==> config.mk <==
export PLATFORM = sky130hd
export DESIGN_NAME = addfloat_issue_ctrl
export DESIGN_NICKNAME = d
export VERILOG_FILES = /design/src/rtl/addfloat_pkg.sv /design/src/rtl/addfloat_req_fifo.sv /design/src/rtl/addfloat_issue_ctrl.sv
export SDC_FILE = /design/constraint.sdc
export NUM_CORES = 1
export LEC_CHECK = 0
export ABC_CLOCK_PERIOD_IN_PS = 12700
export CORE_MARGIN = 4
export CORE_UTILIZATION = 30
export DETAILED_ROUTE_END_ITERATION = 8
export PLACE_DENSITY_LB_ADDON = 0.08
export SLEW_MARGIN = 20
export SYNTH_ARGS = -nofsm -noshare
export SYNTH_HDL_FRONTEND = slang
export SYNTH_SLANG_ARGS = --single-unit
==> constraint.sdc <==
create_clock -name clk -period 12.7 [get_ports clk]
set_input_delay 2.54 -clock clk [delete_from_list [all_inputs] [get_ports clk]]
set_output_delay 2.54 -clock clk [all_outputs]
set_load 0.05 [all_outputs]
==> src/rtl/addfloat_pkg.sv <==
// Shared definitions for the addfloat request front end: format helpers,
// result flag bit positions, issue FSM encoding and adder timing constants.
package addfloat_pkg;

    localparam int ADDFLOAT_DONE_LATENCY = 6;
    // fa_done may still be high from the previous op for this many WAIT cycles
    localparam int WAIT_GUARD_CYCLES     = 2;

    localparam int FLAG_NAN  = 3;
    localparam int FLAG_OVF  = 2;
    localparam int FLAG_UNF  = 1;
    localparam int FLAG_ZERO = 0;

    typedef enum logic [1:0] {
        ST_IDLE  = 2'd0,
        ST_ISSUE = 2'd1,
        ST_WAIT  = 2'd2
    } issue_state_t;

    function automatic int exp_width(input int float_width);
        return (float_width == 32) ? 8 : 11;
    endfunction

    function automatic int fraction_width(input int float_width);
        return float_width - 1 - exp_width(float_width);
    endfunction

    function automatic logic [63:0] nan_value(input int float_width);
        return (float_width == 32) ? 64'h0000_0000_FFC0_0000 : 64'hFFF8_0000_0000_0000;
    endfunction

    function automatic logic [63:0] inf_value(input int float_width);
        return (float_width == 32) ? 64'h0000_0000_7F80_0000 : 64'h7FF0_0000_0000_0000;
    endfunction

endpackage

==> src/rtl/addfloat_req_fifo.sv <==
// Request FIFO: combinational head read, push/pop in the same cycle at any occupancy.
// No internal overflow protection: the producer must not push while full.
module addfloat_req_fifo #(
    parameter int WIDTH = 8,
    parameter int DEPTH = 4
) (
    input  logic                     clk,
    input  logic                     rst_n,
    input  logic                     push,
    input  logic [WIDTH-1:0]         push_data,
    input  logic                     pop,
    output logic [WIDTH-1:0]         pop_data,
    output logic                     full,
    output logic                     empty,
    output logic [$clog2(DEPTH):0]   count
);

    localparam int AW = $clog2(DEPTH);

    logic [WIDTH-1:0] mem [DEPTH];
    logic [AW-1:0]    wr_ptr;
    logic [AW-1:0]    rd_ptr;

    assign full     = (count == (AW+1)'(DEPTH));
    assign empty    = (count == '0);
    assign pop_data = mem[rd_ptr];

    always_ff @(posedge clk) begin
        if (push) begin
            mem[wr_ptr] <= push_data;
        end
    end

    always_ff @(posedge clk or negedge rst_n) begin
        if (!rst_n) begin
            wr_ptr <= '0;
            rd_ptr <= '0;
            count  <= '0;
        end else begin
            if (push) begin
                wr_ptr <= (wr_ptr == AW'(DEPTH-1)) ? '0 : wr_ptr + 1'b1;
            end
            if (pop) begin
                rd_ptr <= (rd_ptr == AW'(DEPTH-1)) ? '0 : rd_ptr + 1'b1;
            end
            case ({push, pop})
                2'b10:   count <= count + 1'b1;
                2'b01:   count <= count - 1'b1;
                default: count <= count;
            endcase
        end
    end

endmodule

==> src/rtl/addfloat_issue_ctrl.sv <==
// Front end for the multi-cycle adder: queue requests, issue one at a time, buffer one result.
// Accept to out_valid is 9 edges when idle; a held result stalls completion in WAIT.
module addfloat_issue_ctrl
    import addfloat_pkg::*;
#(
    parameter int FLOAT_WIDTH = 64,
    parameter int FIFO_DEPTH  = 4,
    parameter int TAG_WIDTH   = 4
) (
    input  logic                   clk,
    input  logic                   rst_n,
    input  logic                   in_valid,
    output logic                   in_ready,
    input  logic [FLOAT_WIDTH-1:0] in_op1,
    input  logic [FLOAT_WIDTH-1:0] in_op2,
    input  logic                   in_sub,
    input  logic [TAG_WIDTH-1:0]   in_tag,
    output logic                   fa_start,
    output logic [FLOAT_WIDTH-1:0] fa_op1,
    output logic [FLOAT_WIDTH-1:0] fa_op2,
    output logic                   fa_op_sub,
    input  logic [FLOAT_WIDTH-1:0] fa_result,
    input  logic                   fa_nan,
    input  logic                   fa_ovf,
    input  logic                   fa_unf,
    input  logic                   fa_zero,
    input  logic                   fa_done,
    output logic                   out_valid,
    input  logic                   out_ready,
    output logic [FLOAT_WIDTH-1:0] out_result,
    output logic [3:0]             out_flags,
    output logic [TAG_WIDTH-1:0]   out_tag,
    output logic                   busy
);

    typedef struct packed {
        logic [FLOAT_WIDTH-1:0] op1;
        logic [FLOAT_WIDTH-1:0] op2;
        logic                   sub;
        logic [TAG_WIDTH-1:0]   tag;
    } req_t;

    localparam int REQ_W = 2*FLOAT_WIDTH + 1 + TAG_WIDTH;

    issue_state_t                state, state_next;
    req_t                        in_req, head_req, op_reg;
    logic                        fifo_full, fifo_empty;
    logic [$clog2(FIFO_DEPTH):0] fifo_count;
    logic                        push, pop, capture, slot_free, guard_done;
    logic [1:0]                  guard_cnt;

    assign in_req    = '{op1: in_op1, op2: in_op2, sub: in_sub, tag: in_tag};
    assign in_ready  = !fifo_full;
    assign push      = in_valid && !fifo_full;
    assign slot_free = !out_valid || out_ready;
    assign guard_done = (guard_cnt == 2'(WAIT_GUARD_CYCLES));

    addfloat_req_fifo #(
        .WIDTH (REQ_W),
        .DEPTH (FIFO_DEPTH)
    ) u_req_fifo (
        .clk       (clk),
        .rst_n     (rst_n),
        .push      (push),
        .push_data (in_req),
        .pop       (pop),
        .pop_data  (head_req),
        .full      (fifo_full),
        .empty     (fifo_empty),
        .count     (fifo_count)
    );

    // Operands only change on pop, which never happens between ISSUE and capture.
    assign fa_op1    = op_reg.op1;
    assign fa_op2    = op_reg.op2;
    assign fa_op_sub = op_reg.sub;

    assign busy = (fifo_count != '0) || (state != ST_IDLE) || out_valid;

    always_comb begin
        state_next = state;
        pop        = 1'b0;
        fa_start   = 1'b0;
        capture    = 1'b0;
        case (state)
            ST_IDLE: begin
                if (!fifo_empty) begin
                    pop        = 1'b1;
                    state_next = ST_ISSUE;
                end
            end
            ST_ISSUE: begin
                fa_start   = 1'b1;
                state_next = ST_WAIT;
            end
            ST_WAIT: begin
                if (guard_done && fa_done && slot_free) begin
                    capture = 1'b1;
                    if (!fifo_empty) begin
                        pop        = 1'b1;
                        state_next = ST_ISSUE;
                    end else begin
                        state_next = ST_IDLE;
                    end
                end
            end
            default: state_next = ST_IDLE;
        endcase
    end

    always_ff @(posedge clk or negedge rst_n) begin
        if (!rst_n) begin
            state     <= ST_IDLE;
            guard_cnt <= '0;
            op_reg    <= '0;
        end else begin
            state <= state_next;
            if (state == ST_ISSUE) begin
                guard_cnt <= '0;
            end else if (state == ST_WAIT && !guard_done) begin
                guard_cnt <= guard_cnt + 1'b1;
            end
            if (pop) begin
                op_reg <= head_req;
            end
        end
    end

    always_ff @(posedge clk or negedge rst_n) begin
        if (!rst_n) begin
            out_valid  <= 1'b0;
            out_result <= '0;
            out_flags  <= '0;
            out_tag    <= '0;
        end else if (capture) begin
            out_valid            <= 1'b1;
            out_result           <= fa_result;
            out_flags[FLAG_NAN]  <= fa_nan;
            out_flags[FLAG_OVF]  <= fa_ovf;
            out_flags[FLAG_UNF]  <= fa_unf;
            out_flags[FLAG_ZERO] <= fa_zero;
            out_tag              <= op_reg.tag;
        end else if (out_ready) begin
            out_valid <= 1'b0;
        end
    end

endmodule

**Word-level counts from Yosys, hierarchy flattened**

Memories as Yosys holds them, arrays and structs flattened. A register that Yosys moved wholly into a read port is not among the register bits.
Index checks and enable logic that the tools add are counted.

- Register bits after elaboration: 84
- Memory bits (writable): 532
- Output and inout bits: 205
- Memories kept: 1

- Add/subtract/negate cells: 5
- Eq/ne operators: 10
- Multiplexer cells: 19
- Reductions and logical operators: 19

Memories:

| memory | depth | width | rd ports | clocked after memory_dff | write ports | line | text |
|---|---|---|---|---|---|---|---|
| u_req_fifo.mem | 4 | 133 | 1 | 1 | 1 | addfloat_req_fifo.sv:20 | `logic [WIDTH-1:0] mem [DEPTH];` |

Operators with widths:

| cell | count |
|---|---|
| 2-bit two-way mux | 6 |
| 2-bit equality test, second input constant | 5 |
| 1-bit two-way mux | 10 |
| 2-bit nonzero test | 4 |
| 2-bit by 1-bit adder with 2-bit output, second input constant | 3 |
| 2-bit one-hot mux with 3 select lines | 1 |
| 3-bit one-hot mux with 2 select lines | 1 |
| 2-bit by 1-bit equality test with 1-bit output, second input constant | 2 |
| 1-bit logical AND | 4 |
| 1-bit zero test | 4 |
| 2-bit inequality test, second input constant | 2 |
| 3-bit by 1-bit adder with 3-bit output, second input constant | 1 |
| 3-bit equality test, second input constant | 1 |
| 3-bit zero test | 1 |
| 1-bit logical OR | 3 |
| 3-bit nonzero test | 1 |
| 3-bit by 1-bit subtractor with 3-bit output, second input constant | 1 |
| 2-bit zero test | 1 |
| 1-bit one-hot mux with 2 select lines | 1 |
| 2-bit AND reduction | 1 |

**Logic depth before layout (Yosys ltp)**

Gate-level depths: netlist of the first run.

- Depth in word-level cells: 7
- Gate-level depth with buffers: 13
- Depth with buffers taken out: 10

**Cells and area by module**

Synthesis of the first run repeated with hierarchy kept, for this count alone.

- Cells, all modules: 1324
- Area total of the unflattened synthesis: 28406.0 µm²

Modules (own cells, without submodules):

| module | times used | cells each | area each (µm²) |
|---|---|---|---|
| addfloat_req_fifo | 1 | 733 | 19575.0 |
| addfloat_issue_ctrl | 1 | 591 | 8831.0 |

**Worst setup path before layout of the first run**

OpenSTA, ideal clock, no wires.

- Kind: input-to-reg
- Start: input in_valid
- End: memory u_req_fifo.mem[0][0] in the netlist's numbering (enable)
- Setup time: 509 ps
- Arrival: 5634 ps
- Setup slack: 6557 ps
- Stages on the path: 1
- Cell sequence: and3_1

- Cells in the longest elaborated chain, start to end: 3

RTL lines:

| what | line | text |
|---|---|---|
| start, declared | addfloat_issue_ctrl.sv:12 | `input logic in_valid,` |
| 1-bit logical AND | addfloat_issue_ctrl.sv:54 | `assign push = in_valid && !fifo_full;` |
| 1-bit two-way mux | addfloat_req_fifo.sv:29 | `if (push) begin` |
| 1-bit two-way mux (implied by the code) | addfloat_req_fifo.sv:30 | `mem[wr_ptr] <= push_data;` |
| end, declared | addfloat_req_fifo.sv:20 |  |

Every way passes these cells.

**Final worst setup path of the first run**

- Start: input in_valid
- End: memory u_req_fifo.mem[2][107] in the netlist's numbering (enable)

Same word-level chain as after synthesis.

==> results.json, run 1 <==
{
  "async_flop_share_pct": 29.0,
  "cts_sinks": 749,
  "antenna_found_initial": 9,
  "die_w_um": 317,
  "p_switching_mw": 3.60,
  "p_sw_share_pct": 35.7,
  "max_cap_viol_count": 0,
  "synth_top_family_by_area": "multiplexers",
  "synth_simple_gate_area_share_pct": 0.419,
  "vias": 13200,
  "synth-edff-count": 532,
  "crit-reg2reg-launch": "u_req_fifo.count[0]",
  "fin_skew_ps": 17.3,
  "synth_ff_type": "edfxtp_1",
  "yosysUniqueCellTypes": 35,
  "hold_viol_final": 0,
  "hold_buffers": 0,
  "layout_common_cells": "edfxtp_1, clkdlybuf4s50_1, dfrtp_1",
  "syn_inst": 1323,
  "dieArea_um2": 101000,
  "crit_chain": "clkdlybuf4s50_1, and3_4, buf_4, buf_4",
  "worstSkewPairLatency_ps": 640,
  "fin_crit_ps": 5200,
  "cts_tree": "yes",
  "rr_worst_depth": 5,
  "num_io_pins": 411,
  "syn_area_per_cell_um2": 21.7,
  "slowest_delay_ps": 800,
  "die_h_um": 317,
  "worstHoldStart": "op_reg[3]",
  "status": "completed",
  "setup-violations-final": 0,
  "rsz0062_at_grt": "false",
  "grt_use_total_pct": 13.6,
  "slew_headroom_pct": 32.7,
  "clock.fmax_mhz": 192,
  "synth-xor-area-share_pct": 0.0917,
  "rows": 113,
  "nets": 1873,
  "port_buffers": 410,
  "leakage_nw": 12.5,
  "synthTopCellsByArea": "edfxtp_1, dfrtp_1, mux4_2",
  "cp-end-kind": "flip-flop",
  "vdd_ir_drop_max_v": 0.000121,
  "cp_slowest_cell": "buf_4",
  "mostFrequentLayoutCell": "edfxtp_1",
  "drive_above_1_share_pct": 28.7,
  "drcViolationCount": 0,
  "clkPwrFrac_pct": 24.4,
  "synth_area_um2": 28700,
  "p_seq_share_pct": 36.8,
  "grt_pass1_vias": 14300,
  "placed_area_um2": 33100,
  "grt_overflow": 0,
  "drv_slew": 0,
  "arrival_ps": 5450,
  "regMostFlops": "u_req_fifo.mem",
  "area_growth_pct": 25.6,
  "drtPass1Iterations": 4,
  "hpwl_um": 41200,
  "post-cts-setup-buffer-count": 0,
  "p_int_mw": 6.48,
  "worstReg2RegEnd": "u_req_fifo.mem[2][107]",
  "largest_reg_flops": 532,
  "hold_class": "flip-flop to flip-flop",
  "clock-root-buffer": "clkbuf_16",
  "fin_area_um2": 36000,
  "place.gp.congestion": 0.679,
  "cts_resized": 0,
  "path_class": "input pin to flip-flop",
  "ys_ff_latch": 749,
  "drt_iter0_markers": 603,
  "start_util_pct": 30.2,
  "synthMuxAreaShare_pct": 19.2,
  "synth-compound-area-share_pct": 0.262,
  "htreeDepth": 3,
  "whs_path_depth": 1,
  "yosysWarnings": 0,
  "crit_path_frequent_cell": "buf_4",
  "grt_max_degree": 69,
  "clk_path_buf_depth": 3,
  "ant_nets": 0,
  "p_per_area_nw_per_um2": 280,
  "viasPerCell": 4.38,
  "coreArea_um2": 94900,
  "synthesis.nets": 1537,
  "tns_ps": 0,
  "cp_max_fo": 52,
  "yosysTopAreaCell": "edfxtp_1",
  "wl_per_cell_um": 23.0,
  "cp-start-kind": "input pin",
  "yosysSeqAreaShare_pct": 74.7,
  "grt_pass1_wl_um": 99800,
  "worst_ep_required_time_ps": 12950,
  "numCtsBuffers": 86,
  "fin_util_pct": 37.9,
  "ff2ff_setup_slack_ps": 9250,
  "post-route-period-util_pct": 40.9,
  "routed_wl_um": 69000,
  "synth_adder_area_share_pct": 0.376,
  "p_comb_share_pct": 38.8,
  "cts.clk_slew.worst_paths_ps": 60,
  "hold_end": "out_tag[3]",
  "worst_pin_slew_ps": 1010,
  "yosysTopAreaCellShare_pct": 55.8
}
-- final cells by class --
class | instances | area, um^2
fillers | 8695 | 58900
flip-flops and latches | 749 | 21400
multi-input cells | 384 | 5860
repair buffers | 430 | 4260
clock buffers | 117 | 2370
well taps | 1265 | 1580
clock inverters | 44 | 470
inverters | 8 | 30.0
diodes | 7 | 17.5
-- cells in the mapped netlist (3+ instances only) --
library cell and n:
nand2_1 3, inv_1 8, clkbuf_1 11, edfxtp_1 532
dfrtp_1 217, mux2_2 170, buf_2 13, ha_1 7
and3_1 4, mux2_4 39, buf_6 14, nor2_1 3
buf_4 137, buf_12 4, mux4_2 133
-- per-stage QoR --
step	total power, mW	instances	setup WS, ps	hold slack [ps]
4_1_cts	10.3	2997	7430	505
3_3_place_gp	7.78	2836	6720	487
2_1_floorplan	6.81	1323	6560	475
3_5_place_dp	7.81	2836	6730	495
6_report	10.1	3004	7500	500
5_1_grt	10.6	2998	7350	515
-- power groups by stage --
| stage | Clock (mW) | Combinational, mW | Sequential [mW] |
|---|---|---|---|
| 2_1_floorplan | 0 | 2.76 | 4.05 |
| 5_1_grt | 2.66 | 4.15 | 3.80 |
| 3_5_place_dp | 0 | 4.03 | 3.78 |
| 6_report | 2.46 | 3.91 | 3.71 |
| 4_1_cts | 2.56 | 4.04 | 3.74 |
| 3_3_place_gp | 0 | 4.02 | 3.76 |
-- worst max path at each step --
stage | to | depth (start not counted) | slack [ps] | start
after floorplan | u_req_fifo.mem[0][0] | 1 | 6560 | in_valid
after global placement | u_req_fifo.mem[2][112] | 4 | 6720 | in_valid
after detailed placement | u_req_fifo.mem[2][112] | 4 | 6730 | in_valid
after CTS | u_req_fifo.mem[2][112] | 4 | 7430 | in_valid
after global routing | u_req_fifo.mem[2][107] | 4 | 7350 | in_valid
final | u_req_fifo.mem[2][107] | 4 | 7500 | in_valid
-- worst max-delay path: cells and delay by family --
| family | cells | cell delay [ps] |
|---|---|---|
| buffers and inverters | 3 | 2140 |
| and+or+nand+nor | 1 | 600 |
-- cells by family after synthesis --
kind of cell | count (synthesis)
AOI/OAI and AO/OA | 10
xor gates and xnor gates | 3
adders and majority gates | 8
buffers and inverters | 190
DFF | 749
muxes | 342
and+or+nand+nor | 21
-- metal layers --
layer | vias to the layer above | track usage (%) | wire (um)
met5 | - | 0 | 27
met4 | 4 | 3.66 | 1600
met3 | 105 | 4.79 | 5150
met2 | 328 | 23.1 | 34600
met1 | 6955 | 16.6 | 27600
li1 | 5768 | - | -
Note: power is estimated with default switching activity, not from simulation.
==> inputs of run 2 (changes only) <==
--- a/config.mk
+++ b/config.mk
@@ -5,7 +5,7 @@
 export SDC_FILE = /design/constraint.sdc
 export NUM_CORES = 1
 export LEC_CHECK = 0
-export ABC_CLOCK_PERIOD_IN_PS = 12700
+export ABC_CLOCK_PERIOD_IN_PS = 4700
 export CORE_MARGIN = 4
 export CORE_UTILIZATION = 30
 export DETAILED_ROUTE_END_ITERATION = 8
==> constraint.sdc (replaced) <==
create_clock -name clk -period 4.7 [get_ports clk]
set_input_delay 0.94 -clock clk [delete_from_list [all_inputs] [get_ports clk]]
set_output_delay 0.94 -clock clk [all_outputs]
set_load 0.05 [all_outputs]
==> results.json, run 2 (same netlist as run 1, synthesis figures left out) <==
{
  "status": "completed",
  "htreeDepth": 3,
  "worst_slack_ps": 1470,
  "ff2ff_setup_slack_ps": 2110,
  "worstReg2RegEnd": "u_req_fifo.count[2]",
  "post-cts-setup-buffer-count": 0,
  "cts_resized": 0,
  "setup-violations-final": 0,
  "drt_iter0_markers": 644,
  "slew_headroom_pct": 40.7,
  "coreArea_um2": 94900,
  "placed_area_um2": 33500,
  "whs_ps": 266,
  "mostFrequentLayoutCell": "edfxtp_1",
  "p_switching_mw": 9.76,
  "grt_max_degree": 80,
  "die_w_um": 317,
  "clk_path_buf_depth": 3,
  "area_growth_pct": 26.5,
  "fin_skew_ps": 22.1,
  "p_seq_share_pct": 36.2,
  "cp_max_fo": 11,
  "met2_length_um": 34200,
  "regMostFlops": "u_req_fifo.mem",
  "met3_length_um": 5170,
  "worstSkewPairLatency_ps": 640,
  "fin_area_um2": 36200,
  "grt_pass1_vias": 14600,
  "drv_slew": 0,
  "slowest_delay_ps": 870,
  "num_io_pins": 411,
  "cp-endpoint": "fa_start",
  "cts_tree": "yes",
  "rsz0062_at_grt": "false",
  "die_h_um": 317,
  "drcViolationCount": 0,
  "viasPerCell": 4.37,
  "cts.clk_slew.worst_paths_ps": 60,
  "layout_common_cells": "edfxtp_1, clkdlybuf4s50_1, dfrtp_1",
  "hpwl_um": 41100,
  "cp-end-kind": "output pin",
  "fin_crit_ps": 3230,
  "largest_reg_flops": 532,
  "grt_use_total_pct": 13.5,
  "crit_chain": "nor2b_1, clkdlybuf4s50_1",
  "wl_per_cell_um": 22.5,
  "port_buffers": 410,
  "routed_wl_um": 68100,
  "hold_class": "input pin to asynchronous set/reset pin",
  "fin_util_pct": 38.2,
  "vias": 13200,
  "p_sw_share_pct": 35.8,
  "place.gp.congestion": 0.680,
  "dieArea_um2": 101000,
  "path_class": "flip-flop to output pin",
  "antenna_found_initial": 16,
  "nets": 1887,
  "top_layer": "met5",
  "cp_slowest_cell": "clkdlybuf4s50_1",
  "tns_ps": 0,
  "ant_nets": 0,
  "cts_sinks": 749,
  "critPathLaunch": "state[0]",
  "rows": 113,
  "leakage_nw": 12.6,
  "p_int_mw": 17.5,
  "wl_met1_um": 27000,
  "clock.fmax_mhz": 310,
  "grt_pass1_wl_um": 98800,
  "p_comb_share_pct": 39.9,
  "worst_ep_required_time_ps": 3760,
  "start_util_pct": 30.2,
  "hold_viol_final": 0,
  "post-route-period-util_pct": 68.7,
  "rr_worst_depth": 10,
  "drive_above_1_share_pct": 29.1,
  "drtPass1Iterations": 6,
  "crit-reg2reg-launch": "guard_cnt[0]",
  "arrival_ps": 2290,
  "dp_slack_ps": 1300,
  "clkPwrFrac_pct": 23.8,
  "worst_pin_slew_ps": 889,
  "cp-start-kind": "flip-flop",
  "p_per_area_nw_per_um2": 752,
  "grt_overflow": 0,
  "clock-root-buffer": "clkbuf_16",
  "nFillCells": 8644,
  "max_cap_viol_count": 0,
  "hold_buffers": 0,
  "numCtsBuffers": 88,
  "vdd_ir_drop_max_v": 0.000425
}
## run 2: per-layer routing
metal	up-vias	track usage, %
met1	6936	16.4
met2	335	22.7
met5	-	0
met3	105	4.68
li1	5813	-
met4	20	4.07
## run 2: area by class of cell
type	instances	area, um^2	share of cell area, %
inverter	8	30.0	0.0828
clock buffer	134	2490	6.86
clock inverter	30	285	0.787
multi-input combinational	384	5860	16.2
sequential	749	21400	59.1
tap	1265	1580	4.37
timing repair buffer	442	4570	12.6
antenna	8	20.0	0.0552
## run 2: how the worst min path moves through the flow
| stage | startpoint | to | slack, ps | cells after the start |
|---|---|---|---|---|
| after floorplan | op_reg[0] | op_reg[0] | 470 | 1 |
| after global placement | out_result[7] | out_result[7] | 490 | 1 |
| after detailed placement | out_result[36] | out_result[36] | 490 | 1 |
| after CTS | rst_n | fa_op2[19] | 250 | 1 |
| after global routing | rst_n | fa_op2[19] | 260 | 1 |
| final | rst_n | fa_op2[19] | 270 | 1 |
## run 2: metrics by stage
stage	cells	total power, mW
after floorplan	1323	18.4
after global placement	2848	21.1
after detailed placement	2848	21.2
after CTS	3012	27.9
after global routing	3013	28.7
final	3020	27.3
## run 2: power by group through the flow
stage               clock [mW]  combinational [mW]  sequential, mW
global route              7.07                11.5            10.1
global placement             0                11.2            9.97
floorplan                    0                7.47            10.9
CTS                       6.77                11.2            9.92
finish                    6.50                10.9            9.87
detailed placement           0                11.2            10.0
## run 2: critical path: cells and delay by family (launching register included)
kind,cells,cell delay (ps)
flops,1,550
buf+inv,1,870
simple gates,1,220
